===== config.mk =====
export PLATFORM = sky130hd
export DESIGN_NAME = switch_debounce_4b
export DESIGN_NICKNAME = d
export VERILOG_FILES = /design/src/rtl/sw_input_pkg.sv /design/src/rtl/debounce_bit.sv /design/src/rtl/switch_debounce_4b.sv
export SDC_FILE = /design/constraint.sdc
export NUM_CORES = 1
export LEC_CHECK = 0
export ABC_CLOCK_PERIOD_IN_PS = 2790
export BUFFER_PORTS_ARGS = -buffer_cell sky130_fd_sc_hd__buf_2
export CORE_ASPECT_RATIO = 2
export CORE_MARGIN = 2
export CORE_UTILIZATION = 50
export CTS_BUF_LIST = sky130_fd_sc_hd__clkbuf_8
export DETAILED_ROUTE_END_ITERATION = 6
export GPL_TIMING_DRIVEN = 0
export HOLD_SLACK_MARGIN = 0.08
export PLACE_DENSITY = 0.71
export SYNTH_ARGS = -nofsm -noshare
export SYNTH_HDL_FRONTEND = slang
export SYNTH_SLANG_ARGS = --single-unit

===== constraint.sdc =====
create_clock -name clk -period 2.79 [get_ports clk]
set_input_delay 0.558 -clock clk [delete_from_list [all_inputs] [get_ports clk]]
set_output_delay 0.558 -clock clk [all_outputs]
set_load 0.01 [all_outputs]

===== src/rtl/sw_input_pkg.sv =====
// Shared definitions for the switch input-conditioning stage that feeds the
// 4-to-2 decoder.
package sw_input_pkg;

  localparam int NUM_SW                = 4;
  localparam int DEFAULT_STABLE_CYCLES = 500000;
  localparam int DEFAULT_SYNC_STAGES   = 2;

  typedef logic [NUM_SW-1:0] sw_code_t;

  // Counter must be able to hold STABLE_CYCLES-1 at its widest.
  function automatic int cnt_width(input int stable_cycles);
    return (stable_cycles < 1) ? 1 : $clog2(stable_cycles + 1);
  endfunction

endpackage


===== src/rtl/debounce_bit.sv =====
// One switch bit: flop-chain synchronizer, stability counter and committed
// value. commit is high in the cycle whose rising edge accepts a new value.
module debounce_bit
  import sw_input_pkg::*;
#(
  parameter int STABLE_CYCLES = DEFAULT_STABLE_CYCLES,
  parameter int SYNC_STAGES   = DEFAULT_SYNC_STAGES
) (
  input  logic clk,
  input  logic rst,
  input  logic raw,
  output logic stable,
  output logic commit
);

  localparam int               CNT_W    = cnt_width(STABLE_CYCLES);
  localparam logic [CNT_W-1:0] CNT_LAST = CNT_W'(STABLE_CYCLES - 1);

  logic [SYNC_STAGES-1:0] sync_reg;
  logic                   sync;
  logic                   stable_reg;
  logic [CNT_W-1:0]       cnt_reg;
  logic [CNT_W-1:0]       cnt_next;
  logic                   mismatch;

  // Plain shift chain, nothing between stages, so metastability settles.
  always_ff @(posedge clk) begin
    if (rst) begin
      sync_reg <= '0;
    end else begin
      sync_reg <= {sync_reg[SYNC_STAGES-2:0], raw};
    end
  end

  assign sync     = sync_reg[SYNC_STAGES-1];
  assign mismatch = sync ^ stable_reg;
  assign commit   = mismatch && (cnt_reg == CNT_LAST);

  // Any agreement with the committed value restarts the count from zero.
  always_comb begin
    cnt_next = '0;
    if (mismatch && !commit) begin
      cnt_next = cnt_reg + 1'b1;
    end
  end

  always_ff @(posedge clk) begin
    if (rst) begin
      cnt_reg    <= '0;
      stable_reg <= 1'b0;
    end else begin
      cnt_reg <= cnt_next;
      if (commit) begin
        stable_reg <= sync;
      end
    end
  end

  assign stable = stable_reg;

endmodule


===== src/rtl/switch_debounce_4b.sv =====
// Four independently debounced switches presented as a registered code plus a
// single-cycle strobe marking the edge on which the code changed.
module switch_debounce_4b
  import sw_input_pkg::*;
#(
  parameter int STABLE_CYCLES = DEFAULT_STABLE_CYCLES,
  parameter int SYNC_STAGES   = DEFAULT_SYNC_STAGES
) (
  input  logic       clk,
  input  logic       rst,
  input  logic [3:0] sw_raw,
  output logic [3:0] code,
  output logic       code_changed
);

  sw_code_t stable_bits;
  sw_code_t commit_bits;
  logic     code_changed_reg;

  generate
    for (genvar gi = 0; gi < NUM_SW; gi++) begin : g_bit
      debounce_bit #(
        .STABLE_CYCLES(STABLE_CYCLES),
        .SYNC_STAGES  (SYNC_STAGES)
      ) u_debounce_bit (
        .clk   (clk),
        .rst   (rst),
        .raw   (sw_raw[gi]),
        .stable(stable_bits[gi]),
        .commit(commit_bits[gi])
      );
    end
  endgenerate

  // Registered on the same edge the committed bits update, so the strobe and
  // the new code appear together; simultaneous commits give one pulse.
  always_ff @(posedge clk) begin
    if (rst) begin
      code_changed_reg <= 1'b0;
    end else begin
      code_changed_reg <= |commit_bits;
    end
  end

  assign code         = stable_bits;
  assign code_changed = code_changed_reg;

endmodule


After elaboration in Yosys (flattened, before gate mapping)
Index checks and enable logic that the tools add are counted.
- equality and inequality tests: 4
- bitwise operators: 8
- add/subtract/negate cells: 4
- reductions and logical operators: 17
- operators with widths (cell ; count):
    $add 19x1->19 const B ; 4
    $eq 19x19->1 const B ; 4
    $logic_and 1x1->1 ; 8
    $reduce_or 2->1 ; 4
    $logic_not 1->1 ; 4
    $not 1->1 ; 4
    $reduce_or 4->1 ; 1
    $xor 1x1->1 ; 4
- logic and storage cells: 46
- output and inout port bits: 5
- bits in registers: 89
- input bits: 6

Depth between registers and ports, before layout
Gate-level depths: netlist of the first run.
- word-level depth: 6
- gate-level depth with buffers: 7
- gate-level depth less buffers: 5

Cells and area by module
A second synthesis of the first run with hierarchy kept.
- cells, all modules: 451
- area, all modules: 4018.9 um^2
- modules (own cells, without submodules) (module ; seq. area each (um^2) ; times used ; cells each ; area an instance (um^2)):
    debounce_bit ; 440.4 ; 4 ; 112 ; 997.2
    switch_debounce_4b ; 20.0 ; 1 ; 3 ; 30.0

Worst setup path after synthesis of the first run
No wires, ideal clock.
- path kind: flip-flop to flip-flop
- start: register g_bit[2].u_debounce_bit.cnt_reg[9]
- end: register g_bit[2].u_debounce_bit.cnt_reg[11]
- cell stages (with the launch flop): 6
- path slack: 0.828 ns
- arrival: 1.848 ns
- path buffers: 1
- required time: 2.675 ns
- cell sequence: dfxtp_1 or4b_1 or4_4 o21ai_4 buf_6 nor2_1
- cells in the longest elaborated chain, start to end: 6
- elaborated cells between the ends (all ways): 7
- RTL lines (what ; line ; text):
    start, declared ; debounce_bit.sv:22 ; logic [CNT_W-1:0] cnt_reg;
    start signal, assigned ; debounce_bit.sv:52 ; cnt_reg <= cnt_next;
    parallel branches: the longest is 6 deep, another holds $add 19x1->19 ; - ;
Parallel ways; which one is timed is not known.
A chain may end at the register's enable or synchronous reset.

Final worst setup path of the first run
- start: register g_bit[3].u_debounce_bit.cnt_reg[0]
- end: register g_bit[3].u_debounce_bit.cnt_reg[6]
- cells in the longest elaborated chain, start to end: 6
- elaborated cells between the ends (all ways): 7
- RTL lines (what ; line):
    start, declared ; debounce_bit.sv:22
    start signal, assigned ; debounce_bit.sv:52
    parallel branches: the longest is 6 deep, another holds $add 19x1->19 ; -
Parallel ways; which one is timed is not known.

==> run metrics, run 1 <==
Worst Setup Slack, final=roughly 0.32 ns; clock transition at the registers of the reported paths=0.08 ns; Bufs on Longest Clock Path=2; first-iteration detailed-routing DRC count=between 150 and 200; flop-to-flop setup slack=about 0.32 ns; min Tclk post-route=approximately 2.5 ns; post-CTS repair timing setup buffer count=0; Worst Tran Pin Value=roughly 0.74 ns; post-synthesis cell area=3959 sq um; Ys Warns=0; count of antenna diodes in the layout=0; number of global-route vias before repair=between 3000 and 4000; routed vias/inst=approximately 5.6; total nets after synthesis=between 400 and 500; synth-to-layout area growth=9.482%; GPL Wtd Cong=0.8338; arrival time reported for the critical path endpoint=about 2.7 ns; Setup TNS Final=0 ns; worst-case clock skew=~0.0080 ns; cell taking the most area after synthesis=sky130_fd_sc_hd__dfxtp_1; share of synthesized area occupied by flip-flops and latches=between 40% and 50%; wire length of the first global-routing pass=between 10 and 15 mm; Rel. slew slack=50.16%; number of detailed-routing iterations run before antenna repair=6; maximum number of pins on one net before global-route repair=14; area of the multi-input gates=2052 sq um; Post-route DRC=0; Overall Global Routing Usage=slightly below 20%; worst skew pair latency=~0.36 ns; effective utilization at floorplan=51.70%; horizontal die dimension=about 67 microns; biggest area contributors in the synthesized netlist=sky130_fd_sc_hd__dfxtp_1, sky130_fd_sc_hd__nor2_1, sky130_fd_sc_hd__xor2_1; number of sinks on the clock net=89; result of the run=finished, final reports clean; #FFs+latches synth=89; critical register-to-register path endpoint=g_bit[3].u_debounce_bit.cnt_reg[6]; Critical Path Source Type=register; Cell Count Post-Placement=approximately 550; number of antenna violations at the first check in global routing=0; # hold bufs at CTS=0; clock tree from TritonCTS=built; I/O pin cnt=11; worst-path maximum fanout=10; Fillers=between 700 and 800; FMAX=around 410 MHz; unrepaired setup endpoints after global routing=false; IR drop worst, VDD=about 0.40 mV; min-delay worst type=in -> reg; net total in the final layout=476; WL/cell=13.21 microns; mean post-synth cell area=slightly below 9 sq um; Largest register FFs=76; Synth async-reset ratio=0%; leftover overflow at the end of global routing=0; total detailed-routing wirelength=roughly 7.5 mm; final non-filler cell total=around 570; vias post-DR=3189; Setup Viol. Count Final=0; endpoint kind of the worst setup timing path=register; standard cell core area=7657 sq um; Crit Path Class=reg -> reg; ratio of total power to cell area=between 500 and 600 nW/um^2; number of H-tree levels=3; critical path required time=between 3 and 4 ns; CTS Root Buffer Type=sky130_fd_sc_hd__clkbuf_8; design area=between 4000 and 5000 sq um; reg2reg start=g_bit[3].u_debounce_bit.cnt_reg[0]; Routed Antenna Nets=0; die area=8689 sq um; final hold violations=0; count of max-cap constraint violations=0; Port Buffer Count=10; vertical extent of the die=129.8 microns; fin. max-slew vios=0; placement row count=between 40 and 50; startpoint of the lowest-slack hold path=sw_raw[0]; worst-case hold slack=between 0.4 and 0.5 ns; setup slack at placement=about 0.32 ns; post-CTS sizing=0; Sequential cell area=1782 sq um; Post-synth EDFFs=0; number of clock buffers inserted by TritonCTS=9; Mapped Cells=approximately 450; R2R cell count=7; share of the synthesized area in the top cell type=between 40 and 50%; ratio of final minimum period to clock period=between 80% and 90%; hold path cells=2; fraction of final layout cells sized beyond drive strength 1=9.554%; dominant register cell in the synthesized netlist=sky130_fd_sc_hd__dfxtp_1; worst hold endpoint=g_bit[0].u_debounce_bit.sync_reg[0]; Leak Pwr=about 0.0013 uW; post-DP HPWL=roughly 5.4 mm; number of unique standard cell types used by synthesis=between 40 and 50; Post-DP Area=slightly above 4000 sq um
==> layout make-up <==
type                       count  share of cell area, %
tap                           94                  2.714
inverter                       9                 0.7794
multi-input combinational    333                  47.34
clock inverter                 4                 0.9815
buffer                        14                  2.107
sequential                    89                  41.11
timing repair buffer          10                  1.155
clock buffer                  12                  3.811
==> stage by stage <==
| stage | utilization (%) | total power, uW |
|---|---|---|
| finish | 56.60 | 2203 |
| global route | 56.60 | 2294 |
| CTS | 56.60 | 2238 |
| detailed placement | 53.89 | 1340 |
| global placement | 53.89 | 1339 |
| floorplan | - | 1329 |
==> worst max path at each step <==
stage                                            start                                   to  depth (start not counted)
floorplan           g_bit[2].u_debounce_bit.cnt_reg[9]  g_bit[2].u_debounce_bit.cnt_reg[11]                          5
finish              g_bit[3].u_debounce_bit.cnt_reg[0]   g_bit[3].u_debounce_bit.cnt_reg[6]                          7
CTS                 g_bit[3].u_debounce_bit.cnt_reg[0]   g_bit[3].u_debounce_bit.cnt_reg[6]                          7
detailed placement  g_bit[3].u_debounce_bit.cnt_reg[0]   g_bit[3].u_debounce_bit.cnt_reg[6]                          7
global route        g_bit[3].u_debounce_bit.cnt_reg[0]   g_bit[3].u_debounce_bit.cnt_reg[7]                          7
global placement    g_bit[3].u_debounce_bit.cnt_reg[0]   g_bit[3].u_debounce_bit.cnt_reg[9]                          7
==> cell usage in the layout (no fill, tap or decap), types with 7 or more instances in the layout <==
cell type and n:
sky130_fd_sc_hd__nor3_1 9, sky130_fd_sc_hd__and3_1 8, sky130_fd_sc_hd__buf_2 11, sky130_fd_sc_hd__o21ai_0 14, sky130_fd_sc_hd__nand2_1 24, sky130_fd_sc_hd__nor2_1 64, sky130_fd_sc_hd__clkbuf_8 12, sky130_fd_sc_hd__or4_1 7
sky130_fd_sc_hd__xor2_1 27, sky130_fd_sc_hd__nand4_1 20, sky130_fd_sc_hd__o31ai_1 7, sky130_fd_sc_hd__xnor2_1 25, sky130_fd_sc_hd__inv_1 11, sky130_fd_sc_hd__nor2b_1 8, sky130_fd_sc_hd__a21oi_1 24, sky130_fd_sc_hd__and4_1 12
sky130_fd_sc_hd__or3_1 12, sky130_fd_sc_hd__dfxtp_1 89, sky130_fd_sc_hd__nand3_1 34
==> kinds of logic after synthesis <==
family                   synth area share (%)
adder cells (fa/ha/maj)                 1.264
flip-flops                              45.01
AND/OR/NAND/NOR                         30.88
AO/OA/AOI/OAI                           8.186
XOR/XNOR                                11.50
buffers and inverters                   3.160
==> cells in the mapped netlist (5+ instances only) <==
master                     number
sky130_fd_sc_hd__a21oi_1       24
sky130_fd_sc_hd__and3_1         8
sky130_fd_sc_hd__and4_1        12
sky130_fd_sc_hd__buf_4          6
sky130_fd_sc_hd__clkbuf_1       5
sky130_fd_sc_hd__dfxtp_1       89
sky130_fd_sc_hd__inv_1          9
sky130_fd_sc_hd__nand2_1       24
sky130_fd_sc_hd__nand3_1       34
sky130_fd_sc_hd__nand4_1       20
sky130_fd_sc_hd__nor2_1        64
sky130_fd_sc_hd__nor2b_1        8
sky130_fd_sc_hd__nor3_1         9
sky130_fd_sc_hd__nor4_1         6
sky130_fd_sc_hd__o21ai_0       14
sky130_fd_sc_hd__o31ai_1        7
sky130_fd_sc_hd__or3_1         12
sky130_fd_sc_hd__or4_1          7
sky130_fd_sc_hd__xnor2_1       25
sky130_fd_sc_hd__xor2_1        27
==> worst max-delay path, cell delays in order, from the launching register on <==
cell	delay (ns)
sky130_fd_sc_hd__dfxtp_1	0.36
sky130_fd_sc_hd__ha_1	0.21
sky130_fd_sc_hd__and4_1	0.21
sky130_fd_sc_hd__clkbuf_1	0.29
sky130_fd_sc_hd__nand4_1	0.23
sky130_fd_sc_hd__o21ai_1	0.65
sky130_fd_sc_hd__buf_2	0.34
sky130_fd_sc_hd__nor2_1	0.07
==> per-layer routing <==
layer  vias to the layer above  wire length (microns)  GRT usage (%)  part of all wire, %
met3                         8                    220          4.569                  2.9
met1                      1508                   3039          20.31                   41
met2                        48                   4052          35.94                   54
met4                         0                    155          9.004                  2.1
li1                       1625                      -              -                    -
met5                         -                      0              0                    0
==> power breakdown <==
group | total, uW | switching, uW | internal, uW
logic | 29.1 | 17.2 | 12.0
registers | 1280 | 3.75 | 1280
clock network | 895 | 415 | 480
total | 2200 | 436 | 1770
No activity file was read; power rests on OpenSTA's default activity.
==> run 2, diff against run 1 <==
RECOVER_POWER = 50   (was not set)
==> run metrics, run 2 (same netlist as run 1, synthesis figures left out) <==
met1 routing resource usage after global routing=20.31% (unchanged); number of clock buffers inserted by TritonCTS=9 (unchanged); Setup Viol. Count Final=0 (unchanged); number of sinks on the clock net=89 (unchanged); Rel. slew slack=47.55% (was 50.16%); ratio of final minimum period to clock period=90.78% (was 88.50%); standard cell core area=7657 sq um (unchanged); horizontal die dimension=66.92 microns (unchanged); largest stage delay on the critical path=0.64 ns (was 0.65 ns); ratio of total power to cell area=514.0 nW/um^2 (was 508.4 nW/um^2); vias post-DR=3189 (unchanged); min-delay worst type=in -> reg (unchanged); Critical Path Source Type=register (unchanged); arrival time reported for the critical path endpoint=2.78 ns (was 2.72 ns); WL/cell=13.24 microns (was 13.21 microns); Worst Setup Slack, final=0.2572 ns (was 0.3209 ns); Routed Antenna Nets=0 (unchanged); clock transition at the registers of the reported paths=0.08 ns (about the same); worst-path maximum fanout=10 (unchanged); post-DP HPWL=5.423 mm (unchanged); worst-case clock skew=0.007894 ns (was 0.007960 ns); commonest non-fill, non-tap cell in the layout=sky130_fd_sc_hd__dfxtp_1 (unchanged); switching power of the nets=438.6 uW (was 435.9 uW); Post-DP Area=4126 sq um (unchanged); vertical extent of the die=129.8 microns (unchanged); Seq pwr share=58.0% (was 58.1%); total detailed-routing wirelength=7.482 mm (was 7.466 mm); count of antenna diodes in the layout=0 (unchanged); Worst Tran Pin Value=0.7815 ns (was 0.7426 ns); Largest register FFs=76 (unchanged); Max stage delay cell, worst path=sky130_fd_sc_hd__o21ai_1 (unchanged); leading cell types in the layout, fill and taps excluded=sky130_fd_sc_hd__dfxtp_1, sky130_fd_sc_hd__nor2_1, sky130_fd_sc_hd__nand3_1 (unchanged); Overall Global Routing Usage=19.54% (unchanged); synth-to-layout area growth=8.375% (was 9.482%); fin. max-slew vios=0 (unchanged); min Tclk post-route=2.533 ns (was 2.469 ns); net total in the final layout=476 (unchanged); most crowded layer after global routing=met2 (unchanged); setup slack at placement=0.3247 ns (unchanged); die area=8689 sq um (unchanged); # hold bufs at CTS=0 (unchanged); post-CTS repair timing setup buffer count=0 (unchanged); Bufs on Longest Clock Path=2 (unchanged); global routing met3 resource utilization=4.569% (unchanged); CTS Root Buffer Type=sky130_fd_sc_hd__clkbuf_8 (unchanged); IR drop worst, VDD=0.3960 mV (about the same); switching share of power=19.89% (was 19.78%); routed vias/inst=5.644 (unchanged); clock network fraction of total power=40.7% (was 40.6%); combinational power share=1.3% (about the same); maximum number of pins on one net before global-route repair=14 (unchanged); number of H-tree levels=3 (unchanged); I/O pin cnt=11 (unchanged); wire length of the first global-routing pass=13.12 mm (unchanged); number of global-route vias before repair=3093 (unchanged); endpoint kind of the worst setup timing path=register (unchanged); number of antenna violations at the first check in global routing=0 (unchanged); Port Buffer Count=10 (unchanged); clock tree from TritonCTS=built (unchanged); total internal power=1767 uW (was 1768 uW); worst skew pair latency=0.36 ns (about the same); result of the run=finished, final reports clean (unchanged); Setup TNS Final=0 ns (unchanged); critical path required time=3.04 ns (about the same); cell breakdown of the critical path=or4b_1 -> or4_1 -> o21ai_1 -> buf_6 -> nor2_1 (was ha_1 -> and4_1 -> clkbuf_1 -> nand4_1 -> o21ai_1 -> buf_2 -> nor2_1); Crit Path Class=reg -> reg (unchanged); unrepaired setup endpoints after global routing=false (unchanged); number of detailed-routing iterations run before antenna repair=7 (was 6); GPL Wtd Cong=0.8338 (unchanged); fraction of final layout cells sized beyond drive strength 1=7.856% (was 9.554%); final hold violations=0 (unchanged); FMAX=394.8 MHz (was 405.0 MHz); leftover overflow at the end of global routing=0 (unchanged); Leak Pwr=0.001318 uW (was 0.001338 uW); Tot Pwr=2205 uW (was 2203 uW); post-CTS sizing=0 (unchanged); design area=4290 sq um (was 4334 sq um); met2 GRT Util=35.94% (unchanged); Post-route DRC=0 (unchanged); placement row count=45 (unchanged); first-iteration detailed-routing DRC count=146 (was 163); effective utilization at floorplan=51.70% (unchanged); count of max-cap constraint violations=0 (unchanged)
## run 2: cell count changes in the layout (fill, tap and decap cells not counted), sizes merged
cell and delta:
buf -7, clkbuf +7
## run 2: final timing paths
| check | to | from | slack [ns] | cells after the start |
|---|---|---|---|---|
| max | g_bit[2].u_debounce_bit.cnt_reg[12] | g_bit[2].u_debounce_bit.cnt_reg[9] | 0.26 | 5 |
| min | g_bit[0].u_debounce_bit.sync_reg[0] | sw_raw[0] | 0.41 | 2 |
| max reg2reg | g_bit[2].u_debounce_bit.cnt_reg[12] | g_bit[2].u_debounce_bit.cnt_reg[9] | 0.26 | 5 |
| min reg2reg | g_bit[1].u_debounce_bit.sync_reg[1] | g_bit[1].u_debounce_bit.sync_reg[0] | 0.44 | 1 |
## run 2: routing by layer
metal	up-vias	share of wire [%]
met4	0	2.0
li1	1627	-
met5	-	0
met2	48	54
met1	1506	41
met3	8	3.1
## run 2: area by class of cell
cell class              count  area, sq um
multi-input cells         333         2014
fillers                   772         3367
plain buffers              14        88.84
flip-flops and latches     89         1782
repair buffers             10        46.29
well taps                  94        117.6
clock inverters             4        42.54
clock buffers              12        165.2
inverters                   9        33.78
## run 2: power by group through the flow
stage / clock, uW / combinational, uW / sequential, uW
finish: 898 / 27.7 / 1280
global route: 980 / 31.5 / 1280
detailed placement: 0 / 29.8 / 1310
global placement: 0 / 29.5 / 1310
CTS: 928 / 29.8 / 1280
floorplan: 0 / 20.0 / 1310
## run 2: metrics by stage
step	hold slack, ns	util [%]	std cells
floorplan	0.4138	-	445
detailed placement	0.4204	53.89	549
global route	0.4217	56.03	565
CTS	0.3923	56.60	565
global placement	0.4308	53.89	549
finish	0.4084	56.03	565
## run 2: critical path, delay by kind of cell (launching register included)
family / cells / cell delay, ns
simple gates: 3 / 1.17
buf+inv: 1 / 0.24
compound gates: 1 / 0.64
flops: 1 / 0.38
==> run 3, diff against run 2 <==
PLACE_DENSITY = not set   (was 0.71)
PLACE_DENSITY_LB_ADDON = 0.12   (was not set)
SETUP_SLACK_MARGIN = 0.05   (was not set)
==> run metrics, run 3 (same netlist as run 1, synthesis figures left out) <==
CTS Root Buffer Type=sky130_fd_sc_hd__clkbuf_8 (unchanged); ratio of total power to cell area=529.5 nW/um^2 (was 514.0 nW/um^2); number of clock buffers inserted by TritonCTS=9 (unchanged); final hold violations=0 (unchanged); Fillers=742 (was 772); Routed Antenna Nets=0 (unchanged); Setup Viol. Count Final=0 (unchanged); count of antenna diodes in the layout=0 (unchanged); FMAX=393.3 MHz (was 394.8 MHz); number of detailed-routing iterations run before antenna repair=5 (was 7); maximum number of pins on one net before global-route repair=15 (was 14); min Tclk post-route=2.542 ns (was 2.533 ns); GPL Wtd Cong=0.8486 (was 0.8338); Setup TNS Final=0 ns (unchanged); vias post-DR=3199 (was 3189); fraction of final layout cells sized beyond drive strength 1=8.068% (was 7.856%); Leak Pwr=0.001321 uW (was 0.001318 uW); leading cell types in the layout, fill and taps excluded=sky130_fd_sc_hd__dfxtp_1, sky130_fd_sc_hd__nor2_1, sky130_fd_sc_hd__nand3_1 (unchanged); fraction of the core area covered by cells at the end of the flow=56.16% (was 56.03%); IR drop worst, VDD=0.3713 mV (was 0.3960 mV); min-delay worst type=in -> reg (unchanged); Rel. slew slack=46.02% (was 47.55%); Post-route DRC=0 (unchanged); Largest register FFs=76 (unchanged); post-DP HPWL=5.557 mm (was 5.423 mm); worst skew pair latency=0.36 ns (about the same); arrival time reported for the critical path endpoint=2.80 ns (was 2.78 ns); worst-case hold slack=0.4115 ns (was 0.4084 ns); placement row count=45 (unchanged); worst-path maximum fanout=10 (unchanged); # hold bufs at CTS=0 (unchanged); fin. max-slew vios=0 (unchanged); number of H-tree levels=3 (unchanged); total detailed-routing wirelength=7.605 mm (was 7.482 mm); first-iteration detailed-routing DRC count=142 (was 146); Crit Path Class=reg -> reg (unchanged); Worst Tran Pin Value=0.8043 ns (was 0.7815 ns); critical path required time=3.05 ns (was 3.04 ns); standard cell core area=7657 sq um (unchanged); cell breakdown of the critical path=or4b_2 -> nor4_1 -> a21o_1 -> clkbuf_1 -> buf_6 -> nor2_1 (was or4b_1 -> or4_1 -> o21ai_1 -> buf_6 -> nor2_1); largest stage delay on the critical path=0.69 ns (was 0.64 ns); horizontal die dimension=66.92 microns (unchanged); result of the run=finished, final reports clean (unchanged); number of global-route vias before repair=3017 (was 3093); wire length of the first global-routing pass=12.91 mm (was 13.12 mm); clock transition at the registers of the reported paths=0.09 ns (was 0.08 ns); post-CTS sizing=0 (unchanged); Bufs on Longest Clock Path=2 (unchanged); routed vias/inst=5.662 (was 5.644); clock tree from TritonCTS=built (unchanged); Buf/Inv on CP=2 (was 1); net total in the final layout=476 (unchanged); endpoint kind of the worst setup timing path=register (unchanged); effective utilization at floorplan=51.70% (unchanged); Critical Path Source Type=register (unchanged); number of sinks on the clock net=89 (unchanged); vertical extent of the die=129.8 microns (unchanged); kind of cell adding the most delay to the critical path=simple AND/OR/NAND/NOR gates (unchanged); WL/cell=13.46 microns (was 13.24 microns); number of antenna violations at the first check in global routing=0 (unchanged); synth-to-layout area growth=8.628% (was 8.375%); Max stage delay cell, worst path=sky130_fd_sc_hd__or4b_2 (was sky130_fd_sc_hd__o21ai_1); I/O pin cnt=11 (unchanged); commonest non-fill, non-tap cell in the layout=sky130_fd_sc_hd__dfxtp_1 (unchanged); worst-case clock skew=0.01206 ns (was 0.007894 ns); post-CTS repair timing setup buffer count=0 (unchanged); count of max-cap constraint violations=0 (unchanged); ratio of final minimum period to clock period=91.13% (was 90.78%); die area=8689 sq um (unchanged); Port Buffer Count=10 (unchanged); leftover overflow at the end of global routing=0 (unchanged); unrepaired setup endpoints after global routing=false (unchanged); Overall Global Routing Usage=19.07% (was 19.54%)
## run 3: where the power goes
group	leakage, uW	total, uW	switching, uW	internal, uW
Sequential	0.000719	1280	3.79	1280
Combinational	0.000485	27.7	17.1	10.7
Clock	0.000117	970	445	524
## run 3: cell type report
| cell class | instances | area, sq um | share of cell area, % |
|---|---|---|---|
| Multi-Input combinational cell | 333 | 2014 | 46.84 |
| Sequential cell | 89 | 1782 | 41.43 |
| Clock buffer | 10 | 137.6 | 3.200 |
| Tap cell | 94 | 117.6 | 2.735 |
| Buffer | 14 | 85.08 | 1.978 |
| Clock inverter | 6 | 82.58 | 1.920 |
| Timing Repair Buffer | 10 | 47.55 | 1.106 |
| Inverter | 9 | 33.78 | 0.7856 |
## run 3: final timing paths
kind,start,to,slack [ns],cells past startpoint
worst max-delay path,g_bit[1].u_debounce_bit.cnt_reg[7],g_bit[1].u_debounce_bit.cnt_reg[5],0.25,6
worst max register to register,g_bit[1].u_debounce_bit.cnt_reg[7],g_bit[1].u_debounce_bit.cnt_reg[5],0.25,6
worst min-delay path,sw_raw[2],g_bit[2].u_debounce_bit.sync_reg[0],0.41,2
worst min register to register,g_bit[3].u_debounce_bit.sync_reg[0],g_bit[3].u_debounce_bit.sync_reg[1],0.43,1
## run 3: metal layers
layer	track usage (%)	up-vias	share of wire, %
met2	35.18	44	53
li1	-	1626	-
met3	4.224	13	2.4
met4	8.163	0	1.9
met5	0	-	0
met1	20.14	1516	43
## run 3: stage by stage
stage	std cells	total power, uW	worst slack, ns	cell area [sq um]
after CTS	565	2302	0.3130	4347
after floorplan	445	1329	0.8278	3959
after global placement	549	1339	0.4116	4126
final	565	2277	0.2475	4300
after detailed placement	549	1340	0.3260	4126
after global routing	565	2361	0.05811	4300
## run 3: worst register-to-register path, delay by kind of cell, from the launching register on
family	cells	cell delay, ns
AO/OA/AOI/OAI	1	0.21
buffers and inverters	2	0.52
flip-flops	1	0.35
AND/OR/NAND/NOR	3	1.37
